`src/rtl/addsub_arb_pkg.sv`:
```
// Shared types and constants for the addsub_arbiter slice.
// The optional overflow flag in rsp_t is present only when ADDSUB_ARB_OVF_EN is defined.
package addsub_arb_pkg;

  localparam int unsigned DATA_W   = 64;
  // Largest requester ID width (NREQ <= 8)
  localparam int unsigned ID_MAX_W = 3;

  // Stage-1 operand register payload
  typedef struct packed {
    logic [DATA_W-1:0]   a;
    logic [DATA_W-1:0]   b;
    logic                sub;
    logic [ID_MAX_W-1:0] id;
  } s1_t;

  // Stage-2 response register payload
  typedef struct packed {
    logic [ID_MAX_W-1:0] id;
    logic [DATA_W-1:0]   s;
    logic                cout;
`ifdef ADDSUB_ARB_OVF_EN
    logic                ovf;
`endif
  } rsp_t;

`ifdef ADDSUB_ARB_OVF_EN
  // Signed overflow: operands share a sign and the result sign differs
  function automatic logic signed_ovf(input logic a_msb, input logic beff_msb,
                                      input logic s_msb);
    return (a_msb == beff_msb) && (s_msb != a_msb);
  endfunction
`endif

endpackage

```
`src/rtl/adder_subtractor.sv`:
```
// Combinational W-bit adder/subtractor: s = a + (b ^ {W{sub}}) + sub.
// Ports: a, b (operands), sub (1 = a-b), s (result), cout (carry / not-borrow).
module adder_subtractor #(
  parameter int unsigned W = 64
) (
  input  logic [W-1:0] a,
  input  logic [W-1:0] b,
  input  logic         sub,
  output logic [W-1:0] s,
  output logic         cout
);

  logic [W:0] sum;

  assign sum  = {1'b0, a} + {1'b0, b ^ {W{sub}}} + (W+1)'(sub);
  assign s    = sum[W-1:0];
  assign cout = sum[W];

endmodule

```
`src/rtl/rr_arbiter.sv`:
```
// Combinational round-robin arbiter: first asserted req at or after ptr, wrapping.
// Ports: req (requests), ptr (search start), grant (one-hot or zero), gidx (grant index).
module rr_arbiter #(
  parameter int unsigned N  = 4,
  localparam int unsigned IW = $clog2(N)
) (
  input  logic [N-1:0]  req,
  input  logic [IW-1:0] ptr,
  output logic [N-1:0]  grant,
  output logic [IW-1:0] gidx
);

  int unsigned idx;
  logic        found;

  // Linear scan from ptr; the first hit wins
  always_comb begin
    grant = '0;
    gidx  = '0;
    found = 1'b0;
    idx   = 0;
    for (int unsigned k = 0; k < N; k++) begin
      idx = 32'(ptr) + k;
      if (idx >= N) idx = idx - N;
      if (!found && req[idx]) begin
        found      = 1'b1;
        grant[idx] = 1'b1;
        gidx       = IW'(idx);
      end
    end
  end

endmodule

```
`src/rtl/addsub_arbiter.sv`:
```
// Round-robin sharing of one 64-bit adder_subtractor among NREQ requesters.
// Stage 1 holds operands driving the shared unit; stage 2 holds the tagged response.
// Ports: clk, rst_n (async active-low); req_valid/req_ready/req_a/req_b/req_sub
// per-requester request channel; rsp_valid/rsp_ready/rsp_id/rsp_s/rsp_cout response
// channel; busy (either stage occupied). Defining ADDSUB_ARB_OVF_EN adds rsp_ovf.
module addsub_arbiter
  import addsub_arb_pkg::*;
#(
  parameter int unsigned NREQ = 4,
  localparam int unsigned IDW = $clog2(NREQ)
) (
  input  logic                   clk,
  input  logic                   rst_n,
  input  logic [NREQ-1:0]        req_valid,
  output logic [NREQ-1:0]        req_ready,
  input  logic [DATA_W*NREQ-1:0] req_a,
  input  logic [DATA_W*NREQ-1:0] req_b,
  input  logic [NREQ-1:0]        req_sub,
  output logic                   rsp_valid,
  input  logic                   rsp_ready,
  output logic [IDW-1:0]         rsp_id,
  output logic [DATA_W-1:0]      rsp_s,
  output logic                   rsp_cout,
  output logic                   busy
`ifdef ADDSUB_ARB_OVF_EN
  ,output logic                  rsp_ovf
`endif
);

  s1_t             s1_q, s1_d;
  logic            s1_valid_q, s1_valid_d;
  rsp_t            rsp_q, rsp_d;
  logic            rsp_valid_q, rsp_valid_d;
  logic [IDW-1:0]  rr_ptr_q, rr_ptr_d;

  logic [NREQ-1:0] grant;
  logic [IDW-1:0]  gidx;
  logic            s2_adv, s1_free, accept;
  logic [DATA_W-1:0] add_s;
  logic            add_cout;
  logic            id_unused;

  rr_arbiter #(.N(NREQ)) u_rr (
    .req   (req_valid),
    .ptr   (rr_ptr_q),
    .grant (grant),
    .gidx  (gidx)
  );

  adder_subtractor #(.W(DATA_W)) u_addsub (
    .a    (s1_q.a),
    .b    (s1_q.b),
    .sub  (s1_q.sub),
    .s    (add_s),
    .cout (add_cout)
  );

  // Pipeline stall terms
  assign s2_adv    = !rsp_valid_q || rsp_ready;
  assign s1_free   = !s1_valid_q || s2_adv;
  assign req_ready = grant & {NREQ{s1_free}};
  assign accept    = s1_free && (|req_valid);

  // Next-state for both stages and the round-robin pointer
  always_comb begin
    s1_d        = s1_q;
    s1_valid_d  = s1_valid_q;
    rsp_d       = rsp_q;
    rsp_valid_d = rsp_valid_q;
    rr_ptr_d    = rr_ptr_q;

    if (accept) begin
      s1_d.a     = req_a[DATA_W*32'(gidx) +: DATA_W];
      s1_d.b     = req_b[DATA_W*32'(gidx) +: DATA_W];
      s1_d.sub   = req_sub[gidx];
      s1_d.id    = ID_MAX_W'(gidx);
      s1_valid_d = 1'b1;
      rr_ptr_d   = (gidx == IDW'(NREQ-1)) ? '0 : gidx + IDW'(1);
    end else if (s2_adv) begin
      s1_valid_d = 1'b0;
    end

    if (s1_valid_q && s2_adv) begin
      rsp_d.id    = s1_q.id;
      rsp_d.s     = add_s;
      rsp_d.cout  = add_cout;
`ifdef ADDSUB_ARB_OVF_EN
      rsp_d.ovf   = signed_ovf(s1_q.a[DATA_W-1], s1_q.b[DATA_W-1] ^ s1_q.sub,
                               add_s[DATA_W-1]);
`endif
      rsp_valid_d = 1'b1;
    end else if (s2_adv) begin
      rsp_valid_d = 1'b0;
    end
  end

  always_ff @(posedge clk or negedge rst_n) begin
    if (!rst_n) begin
      s1_q        <= '0;
      s1_valid_q  <= 1'b0;
      rsp_q       <= '0;
      rsp_valid_q <= 1'b0;
      rr_ptr_q    <= '0;
    end else begin
      s1_q        <= s1_d;
      s1_valid_q  <= s1_valid_d;
      rsp_q       <= rsp_d;
      rsp_valid_q <= rsp_valid_d;
      rr_ptr_q    <= rr_ptr_d;
    end
  end

  // ID bits above IDW stay zero for small NREQ
  assign id_unused = ^rsp_q.id;

  assign rsp_valid = rsp_valid_q;
  assign rsp_id    = rsp_q.id[IDW-1:0];
  assign rsp_s     = rsp_q.s;
  assign rsp_cout  = rsp_q.cout;
  assign busy      = s1_valid_q || rsp_valid_q;
`ifdef ADDSUB_ARB_OVF_EN
  assign rsp_ovf   = rsp_q.ovf;
`endif

endmodule

```
`config.mk`:
```
export PLATFORM = sky130hd
export DESIGN_NAME = addsub_arbiter
export DESIGN_NICKNAME = d
export VERILOG_FILES = /design/src/rtl/addsub_arb_pkg.sv /design/src/rtl/adder_subtractor.sv /design/src/rtl/rr_arbiter.sv /design/src/rtl/addsub_arbiter.sv
export SDC_FILE = /design/constraint.sdc
export NUM_CORES = 1
export LEC_CHECK = 0
export CELL_PAD_IN_SITES_DETAIL_PLACEMENT = 1
export CELL_PAD_IN_SITES_GLOBAL_PLACEMENT = 1
export CORE_AREA = 2 2 231 233
export CTS_BUF_LIST = sky130_fd_sc_hd__clkbuf_4 sky130_fd_sc_hd__clkbuf_8
export CTS_CLUSTER_DIAMETER = 200
export DETAILED_ROUTE_END_ITERATION = 10
export DIE_AREA = 0 0 233 235
export PLACE_DENSITY = 0.89
export SYNTH_ARGS = -nofsm -noshare
export SYNTH_HDL_FRONTEND = slang
export SYNTH_SLANG_ARGS = --single-unit
```
`constraint.sdc`:
```
create_clock -name clk -period 4.1 [get_ports clk]
set_clock_uncertainty 0.1 [all_clocks]
set_input_delay 0.82 -clock clk [delete_from_list [all_inputs] [get_ports clk]]
set_output_delay 0.82 -clock clk [all_outputs]
set_load 0.005 [all_outputs]
```
Yosys cells after proc, flatten, opt, wreduce, memory -nomap -nowiden:

Index checks and enable logic that the tools add are counted.

* register bits after elaboration: 202
* input bits: 523
* output and inout port bits: 73
* word-level logic and storage cells: 98

* add/subtract/negate cells: 10
* order comparisons: 13
* equality and inequality tests: 1
* shift-type cells: 2
* multiplexer cells: 37
* bitwise logic cells: 5
* reduce and logical (&&, ||, !) cells: 20

Operators by type and width (count)
* indexed part select 256 x 9 -> 64 bit: 2
* greater-or-equal comparator 32 x 1 -> 1 bit, second input constant: 4
* less-than comparator 32 x 3 -> 1 bit, second input constant: 4
* 2-to-1 mux 32 bit: 4
* greater-or-equal comparator 32 x 3 -> 1 bit, second input constant: 3
* subtractor 32 x 3 -> 32 bit, second input constant: 3
* adder 64 x 64 -> 65 bit: 1
* adder 65 x 1 -> 65 bit: 1
* XOR 64 bit: 1
* 2-to-1 mux 4 bit: 4
* 2-to-1 mux 1 bit: 15
* bitwise OR 4 bit: 3
* binary-select mux 1 bit (select 2 bit): 5
* 2-to-1 mux 2 bit: 5
* logical AND 1 bit: 9
* demux 1 bit (select 2 bit): 4
* adder 2 x 2 -> 3 bit, second input constant: 2
* logical NOT 1 bit: 5
* AND 4 bit: 1
* nonzero test 2 bit: 2
* OR reduction 4 bit: 1
* subtractor 2 x 3 -> 4 bit, second input constant: 1
* adder 2 x 1 -> 3 bit, second input constant: 1
* greater-or-equal comparator 2 x 3 -> 1 bit, second input constant: 1
* other kinds (4): 6

Longest topological paths before layout:

Gate-level depths: netlist of the first run.

* depth after elaboration: 16
* mapped depth: 16
* mapped depth without buffers: 13

Hierarchy:

From an unflattened synthesis of the first run, not the netlist that was laid out.

* cell total of the unflattened synthesis: 1290
* area, all modules: 15461.1 um^2

By module, submodules not included
* addsub_arbiter: times used 1, cells an instance 596, area an instance 10608.9 um^2, sequential area each 5054.8 um^2
* adder_subtractor: times used 1, cells an instance 643, area an instance 4374.2 um^2, sequential area each 0.0 um^2
* rr_arbiter: times used 1, cells an instance 51, area an instance 478.0 um^2, sequential area each 0.0 um^2

Least setup slack after synthesis of the first run:

Ideal clock, no wire load.

* path type: reg-to-reg
* start point: register s1_q[3] (netlist bit)
* end point: register rsp_q, in the netlist rsp_s[61]
* library setup time: 130 ps
* data arrival time: 3547 ps
* data required time: 3870 ps
* path slack: 323 ps
* cell stages (with the launch flop): 16
* buffers on the path: 3
* period minus slack after synthesis: 3777 ps
* cell sequence: dfrtp_1 clkbuf_1 clkbuf_1 xor2_1 ha_1 clkbuf_1 a21oi_1 o21ai_1 o311ai_0 nor4_1 a21o_1 a2111oi_2 o41ai_1 a21oi_1 xor2_1 o21ai_1

* cells in the longest elaborated chain, start to end: 3

RTL lines
* start, declared: RTL line addsub_arbiter.sv:30 `s1_t s1_q, s1_d;`
* start signal, assigned: RTL line addsub_arbiter.sv:99 `s1_q <= '0;`
* start signal, assigned: RTL line addsub_arbiter.sv:105 `s1_q <= s1_d;`
* XOR 64 bit: RTL line adder_subtractor.sv:15 `assign sum = {1'b0, a} + {1'b0, b ^ {W{sub}}} + (W+1)'(sub);`
* adder 64 x 64 -> 65 bit: RTL line adder_subtractor.sv:15
* adder 65 x 1 -> 65 bit (*): RTL line adder_subtractor.sv:15
* end signal, assigned: RTL line addsub_arbiter.sv:107 `rsp_q <= rsp_d;`
* end, declared: RTL line addsub_arbiter.sv:32 `rsp_t rsp_q, rsp_d;`

Mark *: on every way between the ends. The rest lies on a longest branch, timed or not.
A chain may end at the register's enable or synchronous reset.

Worst setup path after layout of the first run:

* start point: input port req_valid[0]
* end point: output port req_ready[3]

* cells in the longest elaborated chain, start to end: 13
* elaborated cells between the ends (all ways): 25
* classes of those cells: 15 x mux; 4 x bitwise; 6 x reduce/logical

RTL lines
* start, declared: RTL line addsub_arbiter.sv:14 `input logic [NREQ-1:0] req_valid,`
* binary-select mux 1 bit (select 2 bit): RTL line rr_arbiter.sv:25 `if (!found && req[idx]) begin`
* 2-to-1 mux 1 bit (implied by the code): RTL line rr_arbiter.sv:25
* 2-to-1 mux 1 bit: RTL line rr_arbiter.sv:25
* logical NOT 1 bit: RTL line rr_arbiter.sv:25
* logical AND 1 bit: RTL line rr_arbiter.sv:25
* 2-to-1 mux 1 bit: RTL line rr_arbiter.sv:25
* logical NOT 1 bit: RTL line rr_arbiter.sv:25
* logical AND 1 bit: RTL line rr_arbiter.sv:25
* 2-to-1 mux 1 bit: RTL line rr_arbiter.sv:25
* logical NOT 1 bit: RTL line rr_arbiter.sv:25
* logical AND 1 bit: RTL line rr_arbiter.sv:25
* 2-to-1 mux 4 bit (*): RTL line rr_arbiter.sv:25
* AND 4 bit (*): RTL line addsub_arbiter.sv:61 `assign req_ready = grant & {NREQ{s1_free}};`
* end, declared: RTL line addsub_arbiter.sv:15 `output logic [NREQ-1:0] req_ready,`

Mark *: on every way between the ends. The rest lies on a longest branch, timed or not. The select of a mux whose other input is x is not followed.

==> flow_metrics.env, run 1 <==
export IMPL_grt_pass1_vias=19218
export IMPL_clock_path_buffers=3
export IMPL_path_max_fanout=7
export IMPL_synthToLayoutAreaGrowth_pct=48.7
export IMPL_swShare=0.519
export IMPL_rows=84
export IMPL_start_util=0.309
export IMPL_cts_tree="done"
export IMPL_hold_viol=0
export IMPL_crit_slowest_cell="mux4_2"
export IMPL_postSynthAreaPerCell_um2=7.78
export IMPL_postSynthNetCount=2674
export IMPL_syn_inst=2076
export IMPL_worst_slack_ps=147
export IMPL_overflow=0
export IMPL_async_flop_share=1.00
export IMPL_pwr_share_comb=0.760
export IMPL_start_kind="input pin"
export IMPL_end_kind="primary output"
export IMPL_grt_max_degree=105
export IMPL_peakVddDrop_v=0.000639
export IMPL_drt_first_pass_iters=5
export IMPL_num_vias=17750
export IMPL_nNetsFinal=3223
export IMPL_setup_viol=0
export IMPL_grt_use_total=0.257
export IMPL_p_sw_mw=13.4
export IMPL_yosysWarningCount=0
export IMPL_clkPwrFrac=0.086
export IMPL_cts_root_buf="clkbuf_8"
export IMPL_clock_insertion_delay_worst_skew_ps=590
export IMPL_crit_top_cell="nor2_1"
export IMPL_drtIter0Drc=851
export IMPL_drt_total_wl_um=71200
export IMPL_cp_depth=8
export IMPL_vias_per_cell=5.31
export IMPL_min_path_type="input pin to asynchronous set/reset pin"
export IMPL_path_buf_inv=3
export IMPL_path_delay_family="buffers and inverters"
export IMPL_rsz0062_at_grt="yes"
export IMPL_ys_ff_latch=202
export IMPL_fmax_mhz=253
export IMPL_cp_cell_sequence="clkdlybuf4s50_1 > mux4_2 > buf_4 > a22oi_1 > nor2_1 > a221oi_1 > nor2_1 > dlygate4sd2_1"
export IMPL_post_synth_top_count_cell="nand2_1"
export IMPL_die_h_um=235
export IMPL_io_buffers=595
export IMPL_drtAntennaViolNets=0
export IMPL_hpwl_um=57600
export IMPL_grt_pass1_wl_um=111000
export IMPL_antenna_found_initial=1
export IMPL_clk_pin_slew_ps=60
export IMPL_fin_crit_sh=0.964
export IMPL_drv_slew=0
export IMPL_cp_arrival_ps=3030
export IMPL_critical_path_class="input pin to primary output"
export IMPL_io_pins=596
export IMPL_cts_buffers=40
export IMPL_synth_top_area_frac=0.313
export IMPL_hold_worst_slack_ps=159
export IMPL_powerDensity_mw_per_mm2=1070
export IMPL_die_w_um=233
export IMPL_core_area_mm2=0.0522
export IMPL_route_detailed_drc=0
export IMPL_period_needed_ps=3950
export IMPL_dp_slack_ps=-32.7
export IMPL_ys_flop_type="dfrtp_1"
export IMPL_power_frac_seq=0.153
export IMPL_cpPeakStageDelay_ps=570
export IMPL_synthTopCellsByArea="dfrtp_1, nand2_1, a211oi_1"
export IMPL_critPathLaunch="req_valid[0]"
export IMPL_routabilityCongestion=0.906
export IMPL_leakagePower_nw=10.4
export IMPL_status="finished clean"
export IMPL_synth_area_mm2=0.0162
export IMPL_ys_seq_area_frac=0.313
export IMPL_cap_violations=0
export IMPL_r2r_start="s1_q[3]"
export IMPL_synth_edff_count=0
export IMPL_yosysUniqueCellTypes=63
export IMPL_synthTopCellsByCount="nand2_1, dfrtp_1, a211oi_1, o31ai_1, and3_1"
export IMPL_synth_largest_area_cell="dfrtp_1"
export IMPL_reg2regPathDepth=13
export IMPL_cts_htree_levels=2
export IMPL_worstPathRequired_ps=3180
export IMPL_max_slew_margin=0.494
export IMPL_n_fill_cell=6197
export IMPL_tightest_slew_ps=754
export IMPL_fp_dieArea_mm2=0.0548
export IMPL_cts_sinks=202
export IMPL_drive_gt1_frac=0.0746
export IMPL_wire_per_inst_um=21.3
export IMPL_internal_power_mw=12.4
[path summary, 6_finish.rpt]
kind	to	slack, ps
min in group clk	rsp_s[37]	380
min	s1_q[93]	160
max reg2reg	rsp_s[47]	200
min reg2reg	rsp_s[37]	380
max in group asynchronous	s1_q[3]	2860
max	req_ready[3]	150
[cells by family after synthesis]
kind of cell / share of synthesized area
AND/OR/NAND/NOR: 0.256
multiplexers: 0.00682
buffers and inverters: 0.0515
adder cells (fa/ha/maj): 0.0586
flip-flops: 0.313
XOR/XNOR: 0.0683
AO/OA/AOI/OAI: 0.246
[registers in the layout, indices dropped and copies added (netlist names), named ones only]
name	cells
s1_q	131
rsp_s	64
rsp_id	2
rr_ptr_q	1
rsp_cout	1
rsp_valid	1
s1_valid_q	1
[worst reg2reg max path, stage by stage (launching register included)]
cell and delay [ps]:
dfrtp_4 580, buf_16 240, xor2_1 210, ha_1 390
a21oi_1 250, o21ai_0 160, a21oi_1 210, o21ai_1 160
a2111o_1 440, o21ai_0 290, o21ai_1 200, a21boi_0 250
xor2_1 180, o21ai_1 80
[power groups by stage]
stage	clock, mW	combinational (mW)	sequential (mW)
after global placement	0	18.2	3.94
after detailed placement	0	18.9	3.97
after CTS	2.28	19.1	3.95
after global routing	2.38	21.4	4.06
after floorplan	0	12.5	3.62
final	2.22	19.5	3.94
[cells in the final DEF (no fill, tap or decap), types with 5 or more instances in the layout]
cell type,netlist,routed
nand4_1,22,22
and2_0,66,66
a21oi_2,0,6
o21ai_0,98,97
buf_12,0,12
nor2_1,57,57
o31ai_1,133,132
and3_1,132,132
o21a_1,7,7
mux2_2,6,6
clkbuf_8,0,52
clkbuf_4,0,9
a211o_1,5,5
nor3_1,10,9
o21ai_1,12,11
clkinv_2,0,7
o21bai_1,13,12
buf_4,3,67
and2_1,66,66
xor2_1,98,98
nand3_1,9,9
inv_1,23,21
clkdlybuf4s50_1,0,590
a31oi_1,13,11
a21o_1,40,39
xnor2_1,28,28
dfrtp_1,202,201
ha_1,74,73
a21oi_1,83,76
o211ai_1,7,7
a211oi_1,133,132
nand2_1,507,506
[per-layer routing]
metal,GRT usage,vias up,part of all wire,routed length [µm]
met2,0.448,503,0.50,35300
met1,0.327,8723,0.43,30800
met5,0,-,0,0
met3,0.0369,107,0.046,3270
li1,-,8417,-,-
met4,0.0741,0,0.026,1850
[what timing repair did]
item	CTS	global route
resized for setup	10	26
endpoints found under the setup margin	6	16
buffers inserted	1	4
pin swaps	5	1
hold buffers	0	0
[per-stage QoR]
step	cells	utilization	power [mW]	instance area (µm²)	setup TNS, ps
after global placement	3266	0.440	22.2	23000	0
after floorplan	2076	-	16.1	16200	0
after global routing	3342	0.460	27.9	24000	-0.526
after CTS	3337	0.457	25.4	23900	-13.5
final	3342	0.460	25.7	24000	0
after detailed placement	3266	0.440	22.9	23000	-42.4
[layout make-up]
cell class	count	area [µm²]	share of cell area
Multi-Input combinational cell	1683	10400	0.434
Timing Repair Buffer	675	6730	0.280
Sequential cell	202	5060	0.211
Tap cell	688	861	0.0358
Clock buffer	61	783	0.0326
Inverter	23	86.3	0.00359
Clock inverter	9	72.6	0.00302
Antenna cell	1	2.50	0.000104
No activity file was read; power rests on OpenSTA's default activity.
==> inputs of run 2 (changes only) <==
--- a/config.mk
+++ b/config.mk
@@ -5,6 +5,7 @@
 export SDC_FILE = /design/constraint.sdc
 export NUM_CORES = 1
 export LEC_CHECK = 0
+export CAP_MARGIN = 20
 export CELL_PAD_IN_SITES_DETAIL_PLACEMENT = 1
 export CELL_PAD_IN_SITES_GLOBAL_PLACEMENT = 1
 export CORE_AREA = 2 2 231 233
@@ -13,6 +14,8 @@
 export DETAILED_ROUTE_END_ITERATION = 10
 export DIE_AREA = 0 0 233 235
 export PLACE_DENSITY = 0.89
+export RECOVER_POWER = 100
+export SLEW_MARGIN = 20
 export SYNTH_ARGS = -nofsm -noshare
 export SYNTH_HDL_FRONTEND = slang
 export SYNTH_SLANG_ARGS = --single-unit
==> run 2 against run 1 <==
  * The flow now finishes with violations (capacitance limit, slew limit)
  * Global-route usage is the same
  * Sequential share of layout area is essentially flat
  * First-iteration DRC count is 1.3% lower
  * Via count hardly changed
  * Core utilization hardly changed
  * Clock power is essentially flat
  * Clock-buffer cell count unchanged
  * Die area is the same
  * Fmax is essentially flat
  * Flip-flop and latch count did not move
==> flow_metrics.env, run 2 (synthesized netlist as in run 1, its figures left out) <==
export IMPL_cp_arrival_ps=3040
export IMPL_grt_use_total=0.257
export IMPL_cts_buffers=40
export IMPL_tightest_slew_ps=2470
export IMPL_hold_viol=0
export IMPL_clock_path_buffers=3
export IMPL_largest_register="s1_q"
export IMPL_path_max_fanout=5
export IMPL_antenna_found_initial=1
export IMPL_cap_violations=2
export IMPL_n_fill_cell=6199
export IMPL_wire_per_inst_um=21.3
export IMPL_cts_root_buf="clkbuf_8"
export IMPL_fin_crit_sh=0.965
export IMPL_synthToLayoutAreaGrowth_pct=48.6
export IMPL_rows=84
export IMPL_worstPathRequired_ps=3180
export IMPL_drt_first_pass_iters=5
export IMPL_seq_area_mm2=0.00506
export IMPL_nNetsFinal=3223
export IMPL_io_pins=596
export IMPL_cts_tree="done"
export IMPL_period_needed_ps=3960
export IMPL_leakagePower_nw=10.5
export IMPL_critical_path_class="register to primary output"
export IMPL_drt_total_wl_um=71200
export IMPL_totalPowerFinal_mw=25.6
export IMPL_die_h_um=235
export IMPL_drtIter0Drc=840
export IMPL_hold_depth=2
export IMPL_crit_slowest_cell="mux4_2"
export IMPL_io_buffers=595
export IMPL_final_cell_mix="clkdlybuf4s50_1, nand2_1, dfrtp_1"
export IMPL_die_w_um=233
export IMPL_largest_reg_flops=131
export IMPL_num_vias=17761
export IMPL_power_frac_seq=0.154
export IMPL_worst_slack_ps=145
export IMPL_min_path_type="register to register"
export IMPL_drive_gt1_frac=0.0739
export IMPL_peakVddDrop_v=0.000638
export IMPL_cpPeakStageDelay_ps=560
export IMPL_end_kind="primary output"
export IMPL_drtAntennaViolNets=0
export IMPL_cts_htree_levels=2
export IMPL_routabilityCongestion=0.906
export IMPL_timing_setup_tns_ps=0
export IMPL_layout_commonest_cell="clkdlybuf4s50_1"
export IMPL_violations="capacitance limit, slew limit"
export IMPL_internal_power_mw=12.2
export IMPL_grt_pass1_wl_um=111000
export IMPL_drv_slew=115
export IMPL_start_util=0.309
export IMPL_status="finished with violations"
export IMPL_setup_viol=0
export IMPL_cts_sinks=202
export IMPL_grt_pass1_vias=19218
export IMPL_max_slew_margin=-0.648
export IMPL_multi_input_area_mm2=0.0104
export IMPL_reg2reg_setup_slack_ps=210
export IMPL_core_area_mm2=0.0522
export IMPL_start_kind="register"
export IMPL_hold_buffers=0
export IMPL_rsz0062_at_grt="yes"
export IMPL_hpwl_um=57600
export IMPL_crit_top_cell="nor2_1"
export IMPL_dp_slack_ps=-32.7
export IMPL_overflow=0
export IMPL_clkPwrFrac=0.087
export IMPL_fmax_mhz=253
export IMPL_grt_max_degree=105
export IMPL_clock_insertion_delay_worst_skew_ps=590
export IMPL_fp_dieArea_mm2=0.0548
export IMPL_route_detailed_drc=0
export IMPL_reg2regPathDepth=13
export IMPL_p_sw_mw=13.3
export IMPL_clk_pin_slew_ps=60
export IMPL_powerDensity_mw_per_mm2=1060
export IMPL_swShare=0.522
export IMPL_vias_per_cell=5.31
export IMPL_pwr_share_comb=0.760
export IMPL_cp_cell_sequence="inv_2 > ha_4 > mux4_2 > buf_4 > a22oi_1 > nor2_1 > a221oi_1 > nor2_1 > dlygate4sd2_1"
## run 2: cell types whose count changed in the layout (fill, tap and decap cells not counted), sizes merged
cell / previous run / this run
dlygate4sd3: 0 / 70
clkbuf: 61 / 63
buf: 81 / 79
clkdlybuf4s50: 590 / 520
## run 2: worst max-delay path, delay by kind of cell (launching register included)
family	cells	cell delay (ps)
multiplexers	1	560
flip-flops	1	370
AND/OR/NAND/NOR	2	170
adder cells (fa/ha/maj)	1	310
buffers and inverters	3	560
AO/OA/AOI/OAI	2	470
## run 2: through the flow
step	hold slack (ps)	area, µm²	util	instances
finish	376	24000	0.460	3342
global route	393	24000	0.460	3342
CTS	173	23900	0.457	3337
detailed placement	372	23000	0.440	3266
global placement	358	23000	0.440	3266
floorplan	346	16200	-	2076
## run 2: path summary, 6_finish.rpt
path / start / to
worst max-delay path: rr_ptr_q[1] / req_ready[3]
worst min-delay path: rsp_s[22] / rsp_s[22]
worst max register to register: s1_q[3] / rsp_s[47]
worst min register to register: rsp_s[22] / rsp_s[22]
max in group asynchronous: rst_n / s1_q[39]
min in group asynchronous: rst_n / s1_q[93]
## run 2: final cells by class
type	count	area share
Antenna cell	1	0.000104
Clock buffer	61	0.0326
Clock inverter	9	0.00302
Inverter	23	0.00360
Multi-Input combinational cell	1683	0.434
Sequential cell	202	0.211
Tap cell	688	0.0359
Timing Repair Buffer	675	0.280
## run 2: what timing repair did
action	4_1_cts	5_1_grt
setup buffers	1	4
gates resized for setup	10	26
pin swaps	5	1
setup endpoints to repair	6	16
cloned	0	0
## run 2: power by group through the flow
stage | clock (mW) | sequential (mW) | combinational [mW]
5_1_grt | 2.38 | 4.04 | 21.3
2_1_floorplan | 0 | 3.62 | 12.5
3_5_place_dp | 0 | 3.97 | 18.9
4_1_cts | 2.28 | 3.95 | 19.1
6_report | 2.22 | 3.93 | 19.4
3_3_place_gp | 0 | 3.94 | 18.2
## run 2: routing by layer
metal | track usage | vias to the layer above | part of all wire
li1 | - | 8422 | -
met3 | 0.0369 | 105 | 0.046
met1 | 0.327 | 8724 | 0.43
met4 | 0.0741 | 0 | 0.026
met2 | 0.448 | 510 | 0.50
met5 | 0 | - | 0
==> inputs of run 3 (changes only) <==
--- a/config.mk
+++ b/config.mk
@@ -15,7 +15,6 @@
 export DIE_AREA = 0 0 233 235
 export PLACE_DENSITY = 0.89
 export RECOVER_POWER = 100
-export SLEW_MARGIN = 20
 export SYNTH_ARGS = -nofsm -noshare
 export SYNTH_HDL_FRONTEND = slang
 export SYNTH_SLANG_ARGS = --single-unit
==> results of run 3 <==
Same layout as run 2: the final DEF is identical, and so are final timing and power.
